<file path="src/rtl/restoring_div32_pkg.sv">
// Shared definitions for the 32-bit restoring divider: state encodings,
// iteration bound and the divide-by-zero quotient.
package restoring_div32_pkg;

    localparam int unsigned WIDTH = 32;
    localparam int unsigned CNT_W = 6;

    typedef enum logic [1:0] {
        ST_IDLE = 2'd0,
        ST_RUN  = 2'd1,
        ST_FIN  = 2'd2
    } state_e;

    localparam logic [CNT_W-1:0] ITER_LAST = CNT_W'(31);
    localparam logic [WIDTH-1:0] DBZ_QUOT  = 32'hFFFF_FFFF;

    // Magnitude of a two's complement value; 0x80000000 maps to itself.
    function automatic logic [WIDTH-1:0] abs_val(input logic [WIDTH-1:0] x);
        return x[WIDTH-1] ? WIDTH'(-x) : x;
    endfunction

endpackage

</file>
<file path="src/rtl/restoring_div32_sub32.sv">
// 32-bit subtractor: diff = a - b computed as a + ~b + c_in; carry=1 means no borrow.
module sub32
    import restoring_div32_pkg::*;
(
    input  logic [WIDTH-1:0] a_i,
    input  logic [WIDTH-1:0] b_i,
    input  logic             c_in_i,
    output logic [WIDTH-1:0] diff_o,
    output logic             carry_o
);

    assign {carry_o, diff_o} = {1'b0, a_i} + {1'b0, ~b_i} + (WIDTH+1)'(c_in_i);

endmodule

</file>
<file path="src/rtl/restoring_div32.sv">
// Sequential restoring divider, one quotient bit per clock via sub32.
// Define DIV_SIGNED_EN for two's complement (truncating) division.
module restoring_div32
    import restoring_div32_pkg::*;
(
    input  logic             clk,
    input  logic             rst,
    input  logic             start,
    input  logic [WIDTH-1:0] dividend,
    input  logic [WIDTH-1:0] divisor,
    output logic             busy,
    output logic             done,
    output logic [WIDTH-1:0] quotient,
    output logic [WIDTH-1:0] remainder,
    output logic             div_by_zero
);

    state_e           state_q;
    logic [CNT_W-1:0] cnt_q;
    logic [WIDTH-1:0] rem_q, quo_q, dvs_q;
    logic [WIDTH-1:0] quotient_q, remainder_q;
    logic             busy_q, done_q, dbz_q;

    logic [WIDTH-1:0] r_sh, diff, rem_d, quo_d;
    logic [WIDTH-1:0] quot_res, rem_res, dvd_cap, dvs_cap;
    logic             carry, take;

    // Trial subtraction of the divisor from the shifted partial remainder.
    assign r_sh = {rem_q[WIDTH-2:0], quo_q[WIDTH-1]};

    sub32 u_sub32 (
        .a_i     (r_sh),
        .b_i     (dvs_q),
        .c_in_i  (1'b1),
        .diff_o  (diff),
        .carry_o (carry)
    );

    // The bit shifted out of R makes the 33-bit trial value exceed any divisor.
    assign take  = rem_q[WIDTH-1] | carry;
    assign rem_d = take ? diff : r_sh;
    assign quo_d = {quo_q[WIDTH-2:0], take};

`ifdef DIV_SIGNED_EN
    logic neg_q_q, neg_r_q;

    assign dvd_cap  = abs_val(dividend);
    assign dvs_cap  = abs_val(divisor);
    assign quot_res = neg_q_q ? WIDTH'(-quo_d) : quo_d;
    assign rem_res  = neg_r_q ? WIDTH'(-rem_d) : rem_d;
`else
    assign dvd_cap  = dividend;
    assign dvs_cap  = divisor;
    assign quot_res = quo_d;
    assign rem_res  = rem_d;
`endif

    always_ff @(posedge clk or posedge rst) begin
        if (rst) begin
            state_q     <= ST_IDLE;
            cnt_q       <= '0;
            rem_q       <= '0;
            quo_q       <= '0;
            dvs_q       <= '0;
            quotient_q  <= '0;
            remainder_q <= '0;
            busy_q      <= 1'b0;
            done_q      <= 1'b0;
            dbz_q       <= 1'b0;
`ifdef DIV_SIGNED_EN
            neg_q_q     <= 1'b0;
            neg_r_q     <= 1'b0;
`endif
        end else begin
            done_q <= 1'b0;
            case (state_q)
                ST_RUN: begin
                    rem_q <= rem_d;
                    quo_q <= quo_d;
                    cnt_q <= cnt_q + CNT_W'(1);
                    if (cnt_q == ITER_LAST) begin
                        state_q     <= ST_FIN;
                        busy_q      <= 1'b0;
                        done_q      <= 1'b1;
                        quotient_q  <= quot_res;
                        remainder_q <= rem_res;
                    end
                end
                default: begin
                    // IDLE and FIN both accept a new request.
                    state_q <= ST_IDLE;
                    if (start) begin
                        dbz_q <= 1'b0;
                        if (divisor == '0) begin
                            state_q     <= ST_FIN;
                            done_q      <= 1'b1;
                            dbz_q       <= 1'b1;
                            quotient_q  <= DBZ_QUOT;
                            remainder_q <= dividend;
                        end else begin
                            state_q <= ST_RUN;
                            busy_q  <= 1'b1;
                            rem_q   <= '0;
                            quo_q   <= dvd_cap;
                            dvs_q   <= dvs_cap;
                            cnt_q   <= '0;
`ifdef DIV_SIGNED_EN
                            neg_q_q <= dividend[WIDTH-1] ^ divisor[WIDTH-1];
                            neg_r_q <= dividend[WIDTH-1];
`endif
                        end
                    end
                end
            endcase
        end
    end

    assign busy        = busy_q;
    assign done        = done_q;
    assign quotient    = quotient_q;
    assign remainder   = remainder_q;
    assign div_by_zero = dbz_q;

endmodule

</file>
<file path="config.mk">
export PLATFORM = sky130hd
export DESIGN_NAME = restoring_div32
export DESIGN_NICKNAME = d
export VERILOG_FILES = /design/src/rtl/restoring_div32_pkg.sv /design/src/rtl/restoring_div32_sub32.sv /design/src/rtl/restoring_div32.sv
export SDC_FILE = /design/constraint.sdc
export NUM_CORES = 1
export LEC_CHECK = 0
export CORE_ASPECT_RATIO = 1.25
export CORE_MARGIN = 2
export CORE_UTILIZATION = 55
export CTS_CLUSTER_SIZE = 30
export DETAILED_ROUTE_END_ITERATION = 10
export HOLD_SLACK_MARGIN = 0.12
export PLACE_DENSITY = 0.81
export SLEW_MARGIN = 0
export SYNTH_ARGS = -nofsm -noshare
export SYNTH_HDL_FRONTEND = slang
export SYNTH_SLANG_ARGS = --single-unit
export TNS_END_PERCENT = 5
</file>
<file path="constraint.sdc">
create_clock -name clk -period 7.1 [get_ports clk]
set_input_delay 1.42 -clock clk [delete_from_list [all_inputs] [get_ports clk]]
set_output_delay 1.42 -clock clk [all_outputs]
set_load 0.05 [all_outputs]
</file>
==> impl_results.md, run 1 <==
* Critical Path RT at 7.43 ns
* Share of the synthesized area in the top cell type at 0.489
* Top cell by count, worst path: nor2_1
* Cells after Synth at 915
* H-tree depth at 4
* CTS tree: done
* Layout cells sized above 1 at 0.0792
* CP endpoint kind: flop
* Critical path type: input pin to flop
* DP HPWL at 16100 um
* Status: complete, no violations
* Final Critical Period at 4.31 ns
* Post-synth top area cell: dfrtp_1
* Post-Syn Area at 0.00876 mm^2
* Max-Cap Viols at 0
* Die Wd at 117 um
* Worst path bufs/invs at 2
* 1st-iter DRT viols at 715
* Count of cell types in the netlist at 59
* Post-synth EDFFs at 0
* I/O Pins at 134
* ANT cells at 0
* First-pass GRT wire length at 35900 um
* Largest net degree at the start of global routing at 69
* Crit path max-delay family: simple AND/OR/NAND/NOR gates
* Initial antenna violation count at 0
* Hold Buf Count CTS at 0
* Clock buffer depth at 2
* Setup Skew at 0.0135 ns
* Hold_sp: quotient[14]
* CP max stage delay at 0.75 ns
* Clk sinks at 171
* Crit-path max FO at 56
* Port bufs at 133
* Syn Nets at 1016
* Area of the multi-input gates at 0.00411 mm^2
* Fraction of registers with async set/reset at 1.00
* Cells along the critical path: clkdlybuf4s50_1, nor4_1, nand4_1, nor2_1, nand3_1, nand2_2, buf_4, nor2_1, a31oi_1
* CTS Root Cell: clkbuf_16
* Area Overhead vs Synth at 23.3%
* RSZ-0062 raised after global routing: no
* Fmax at 0.232 GHz
* DR vias/cell at 6.02
* Critical path origin: divisor[0]
* Area of the die at 0.0170 mm^2
* Crit path arrival time at 4.64 ns
* GP Congestion at 0.929
* FILL cells at 1226
* Worst Tran Pin Value at 1.18 ns
* Drt drc at 0
* Rows at 51
* Commonest non-fill, non-tap cell in the layout: dfrtp_1
* # resized after CTS at 0
* Synth area leaders: dfrtp_1 (49%), nand2_1 (6.6%), ha_1 (4.7%), a31oi_1 (4.4%), mux2_2 (4.1%)
* Most frequent cells in the layout: dfrtp_1 (171), nand2_1 (152), clkdlybuf4s50_1 (133), nor2_1 (76), a31oi_1 (62)
* Mapped Avg Cell Area at 9.57 um^2
* Final hold vios at 0
* CORE AREA at 0.0156 mm^2
* CTS Buf Count at 17
* Die H at 145 um
* ANT nets after route at 0
* Sequential-to-total area share from yosys stat at 0.489
* Detailed Route WL at 22000 um
* Clock Latency Late Sink at 0.43 ns
* Synth Register Bits at 171
* Slowest cell on the critical path: nand2_2
* Final setup viols at 0
* Initial core utilization at 0.563
* Routed vias at 7506
* Global route overflow at 0
* Most used DFF post-synth: dfrtp_1
* Synth warn at 0
* Crit share post-route at 0.607
* Vias in the first global route at 7094
* Worst min-delay path class: flop to flop
* RR Startpoint: rem_q[17]
* Routed len/inst at 17.6 um
* Post-route setup TNS at 0 ns
* Final Max Tran Viols at 0
* Post-layout nets at 1124
* Gr usage total at 0.267
* Reg area at 0.00428 mm^2
* Worst relative slew slack at 0.216
* Drt pass-1 iters at 5
* Clock transition at the registers of the reported paths at 0.07 ns
* Post-CTS Setup Bufs at 0
* Startpoint type of the worst setup path: input pin
-- metrics by stage --
| stage | cell area, um^2 | util | setup slack [ns] | hold WS, ns | cells |
|---|---|---|---|---|---|
| after floorplan | 8760 | - | 1.05 | 0.446 | 915 |
| after global placement | 10200 | 0.656 | 2.39 | 0.463 | 1216 |
| after detailed placement | 10200 | 0.656 | 2.37 | 0.468 | 1216 |
| after CTS | 10800 | 0.694 | 2.80 | 0.482 | 1247 |
| after global routing | 10800 | 0.694 | 2.48 | 0.505 | 1247 |
| final | 10800 | 0.694 | 2.79 | 0.486 | 1247 |
-- path summary, 6_finish.rpt --
| path | end | slack, ns | cells past startpoint |
|---|---|---|---|
| min | quotient[14] | 0.49 | 1 |
| min reg2reg | quotient[14] | 0.49 | 1 |
| max in group asynchronous | remainder[29] | 4.46 | 3 |
| min in group asynchronous | quotient[6] | 1.43 | 2 |
| max reg2reg | rem_q[7] | 3.45 | 11 |
| max | remainder[14] | 2.79 | 9 |
-- Yosys cell counts, drive strengths merged, types with 11 or more instances --
master	n
dfrtp	171
nand2	153
nor2	76
a31oi	62
inv	42
a21oi	39
o22a	37
clkbuf	35
o21ai	34
ha	33
mux2	32
a22oi	20
buf	18
xnor2	18
nand3	15
nand4	11
-- area by class of cell --
type,count,share of cell area
Clock inverter,14,0.0149
Sequential cell,171,0.396
Tap cell,212,0.0246
Multi-Input combinational cell,649,0.380
Timing Repair Buffer,142,0.130
Inverter,42,0.0151
Clock buffer,17,0.0394
-- registers in the layout, summed over array words and instances, names as in the netlist --
register     flops
quotient        32
state_q          2
dvs_q           32
done             1
quo_q           32
remainder       32
div_by_zero      1
busy             1
cnt_q            6
rem_q           32
-- kinds of logic (layout without fill, tap and decap cells) --
group / after synthesis / in the layout / synth area share
xor+xnor: 27 / 27 / 0.0270
fa+ha+maj: 34 / 34 / 0.0494
buf+inv: 95 / 215 / 0.0447
mux: 34 / 34 / 0.0434
compound gates: 250 / 250 / 0.196
flops: 171 / 171 / 0.489
simple gates: 304 / 304 / 0.151
-- layer usage --
metal / vias up / wire, um / GRT usage
met5: - / 0 / 0
met4: 0 / 394 / 0.0735
met2: 263 / 10900 / 0.426
met3: 30 / 1090 / 0.0401
met1: 3704 / 9590 / 0.379
li1: 3509 / - / -
Power of run 1 is not shown: default switching activity piles up to over one toggle a cycle in this logic, so the estimate is an artifact.
==> run 2: changes to the inputs <==
--- a/config.mk
+++ b/config.mk
@@ -7,11 +7,11 @@
 export LEC_CHECK = 0
 export CORE_ASPECT_RATIO = 1.25
 export CORE_MARGIN = 2
-export CORE_UTILIZATION = 55
+export CORE_UTILIZATION = 49
 export CTS_CLUSTER_SIZE = 30
 export DETAILED_ROUTE_END_ITERATION = 10
 export HOLD_SLACK_MARGIN = 0.12
-export PLACE_DENSITY = 0.81
+export PLACE_DENSITY = 0.76
 export SLEW_MARGIN = 0
 export SYNTH_ARGS = -nofsm -noshare
 export SYNTH_HDL_FRONTEND = slang
==> constraint.sdc (replaced) <==
create_clock -name clk -period 3.6 [get_ports clk]
set_input_delay 0.72 -clock clk [delete_from_list [all_inputs] [get_ports clk]]
set_output_delay 0.72 -clock clk [all_outputs]
set_load 0.05 [all_outputs]
==> run 2 against run 1 <==
Net effect: highest routed layer unchanged; critical path depth increased by 2; cell count increased by 2.4%; register-to-register slack got worse by 3.1 ns; global-route usage decreased by 1.5 points; first-iteration DRC count increased by 1.1%; flip-flop and latch count unchanged; non-clock buffer count increased by 17; sequential share of layout area decreased by 0.66 points; clock-buffer cell count increased by 1; wire length increased by 5.0%; setup slack got worse by 2.4 ns; design area increased by 1.7%.
==> impl_results.md, run 2 (same netlist as run 1, synthesis figures left out) <==
* Startpoint type of the worst setup path: flop
* Routed len/inst at 18.0 um
* Layout cells sized above 1 at 0.0940
* CTS Root Cell: clkbuf_16
* Drt drc at 0
* Crit share post-route at 0.903
* Gr usage total at 0.251
* CP endpoint kind: flop
* Drt pass-1 iters at 5
* RSZ-0062 raised after global routing: no
* # resized after CTS at 0
* Cells along the critical path: ha_1, buf_4, a21oi_1, o21ai_0, a2111oi_0, or3_1, o21ai_0, a31o_2, a41oi_1, mux2i_1, a221o_1
* Top cell by count, worst path: o21ai_0
* Rows at 54
* Area of the die at 0.0190 mm^2
* H-tree depth at 4
* Final Critical Period at 3.25 ns
* Global route overflow at 0
* Final hold vios at 0
* CP max stage delay at 0.41 ns
* Die H at 153 um
* Post-route setup TNS at 0 ns
* Routed vias at 7432
* Initial antenna violation count at 0
* Clock buffer depth at 2
* Worst min-delay path class: flop to flop
* Worst Tran Pin Value at 0.897 ns
* Vias in the first global route at 7289
* Worst path bufs/invs at 1
* Setup Skew at 0.0103 ns
* Status: complete, no violations
* I/O Pins at 134
* Clock Latency Late Sink at 0.43 ns
* ANT nets after route at 0
* Worst relative slew slack at 0.401
* Max-Cap Viols at 0
* Final Max Tran Viols at 0
* Post-CTS Setup Bufs at 0
* GP Congestion at 0.889
* CORE AREA at 0.0175 mm^2
* 1st-iter DRT viols at 723
* Clock transition at the registers of the reported paths at 0.07 ns
* DP HPWL at 17000 um
* Commonest non-fill, non-tap cell in the layout: dfrtp_1
* Critical Path RT at 3.90 ns
* Die Wd at 124 um
* Port bufs at 133
* Largest net degree at the start of global routing at 67
* Critical path type: flop to flop
* Crit path max-delay family: compound AO/OA/AOI/OAI gates
* Clk sinks at 171
* Crit path arrival time at 3.55 ns
* Fmax at 0.308 GHz
* Worst hold slack at 0.483 ns
* ANT cells at 0
* First-pass GRT wire length at 37300 um
* Area Overhead vs Synth at 25.4%
* CTS tree: done
* Initial core utilization at 0.501
* DR vias/cell at 5.82
* Crit-path max FO at 6
* Detailed Route WL at 23000 um
* Final setup viols at 0
* Most frequent cells in the layout: dfrtp_1 (171), nand2_1 (152), clkdlybuf4s50_1 (133), nor2_1 (76), a31oi_1 (62)
* CTS Buf Count at 17
* Hold Buf Count CTS at 0
* Post-layout nets at 1141
* Slowest cell on the critical path: a2111oi_0
-- run 2: cell count changes in the layout (fill, tap and decap cells not counted) --
cell and delta:
clkinvlp_4 +7, buf_12 +7, clkinv_4 -2, buf_4 +10
inv_6 -1, bufinv_16 -2, clkbuf_1 +1, clkinv_2 -1
inv_8 -1
-- run 2: final cells by class --
type	instances	area [um^2]
fillers	1460	6520
flip-flops and latches	171	4280
multi-input cells	649	4110
repair buffers	159	1610
clock buffers	18	429
well taps	224	280
inverters	42	161
clock inverters	14	113
-- run 2: stage by stage --
stage / worst slack, ns / instances / utilization / cell area (um^2)
floorplan: 0.697 / 915 / - / 8760
global placement: 0.316 / 1245 / 0.597 / 10400
detailed placement: 0.369 / 1245 / 0.597 / 10400
CTS: 0.504 / 1277 / 0.628 / 11000
global route: 0.133 / 1277 / 0.628 / 11000
finish: 0.350 / 1277 / 0.628 / 11000
-- run 2: path summary, 6_finish.rpt --
check	from	endpoint	slack, ns	cells after the start
worst max-delay path	rem_q[15]	rem_q[27]	0.35	11
worst min-delay path	cnt_q[5]	cnt_q[5]	0.48	1
worst max register to register	rem_q[15]	rem_q[27]	0.35	11
worst min register to register	cnt_q[5]	cnt_q[5]	0.48	1
max in group asynchronous	rst	remainder[29]	1.97	3
min in group asynchronous	rst	quotient[7]	0.82	2
-- run 2: layer usage --
layer  track usage  part of all wire
met1         0.349              0.44
met2         0.403              0.48
met3        0.0433             0.053
met4        0.0741             0.020
met5             0                 0
Power of run 2 is left out for the same reason.
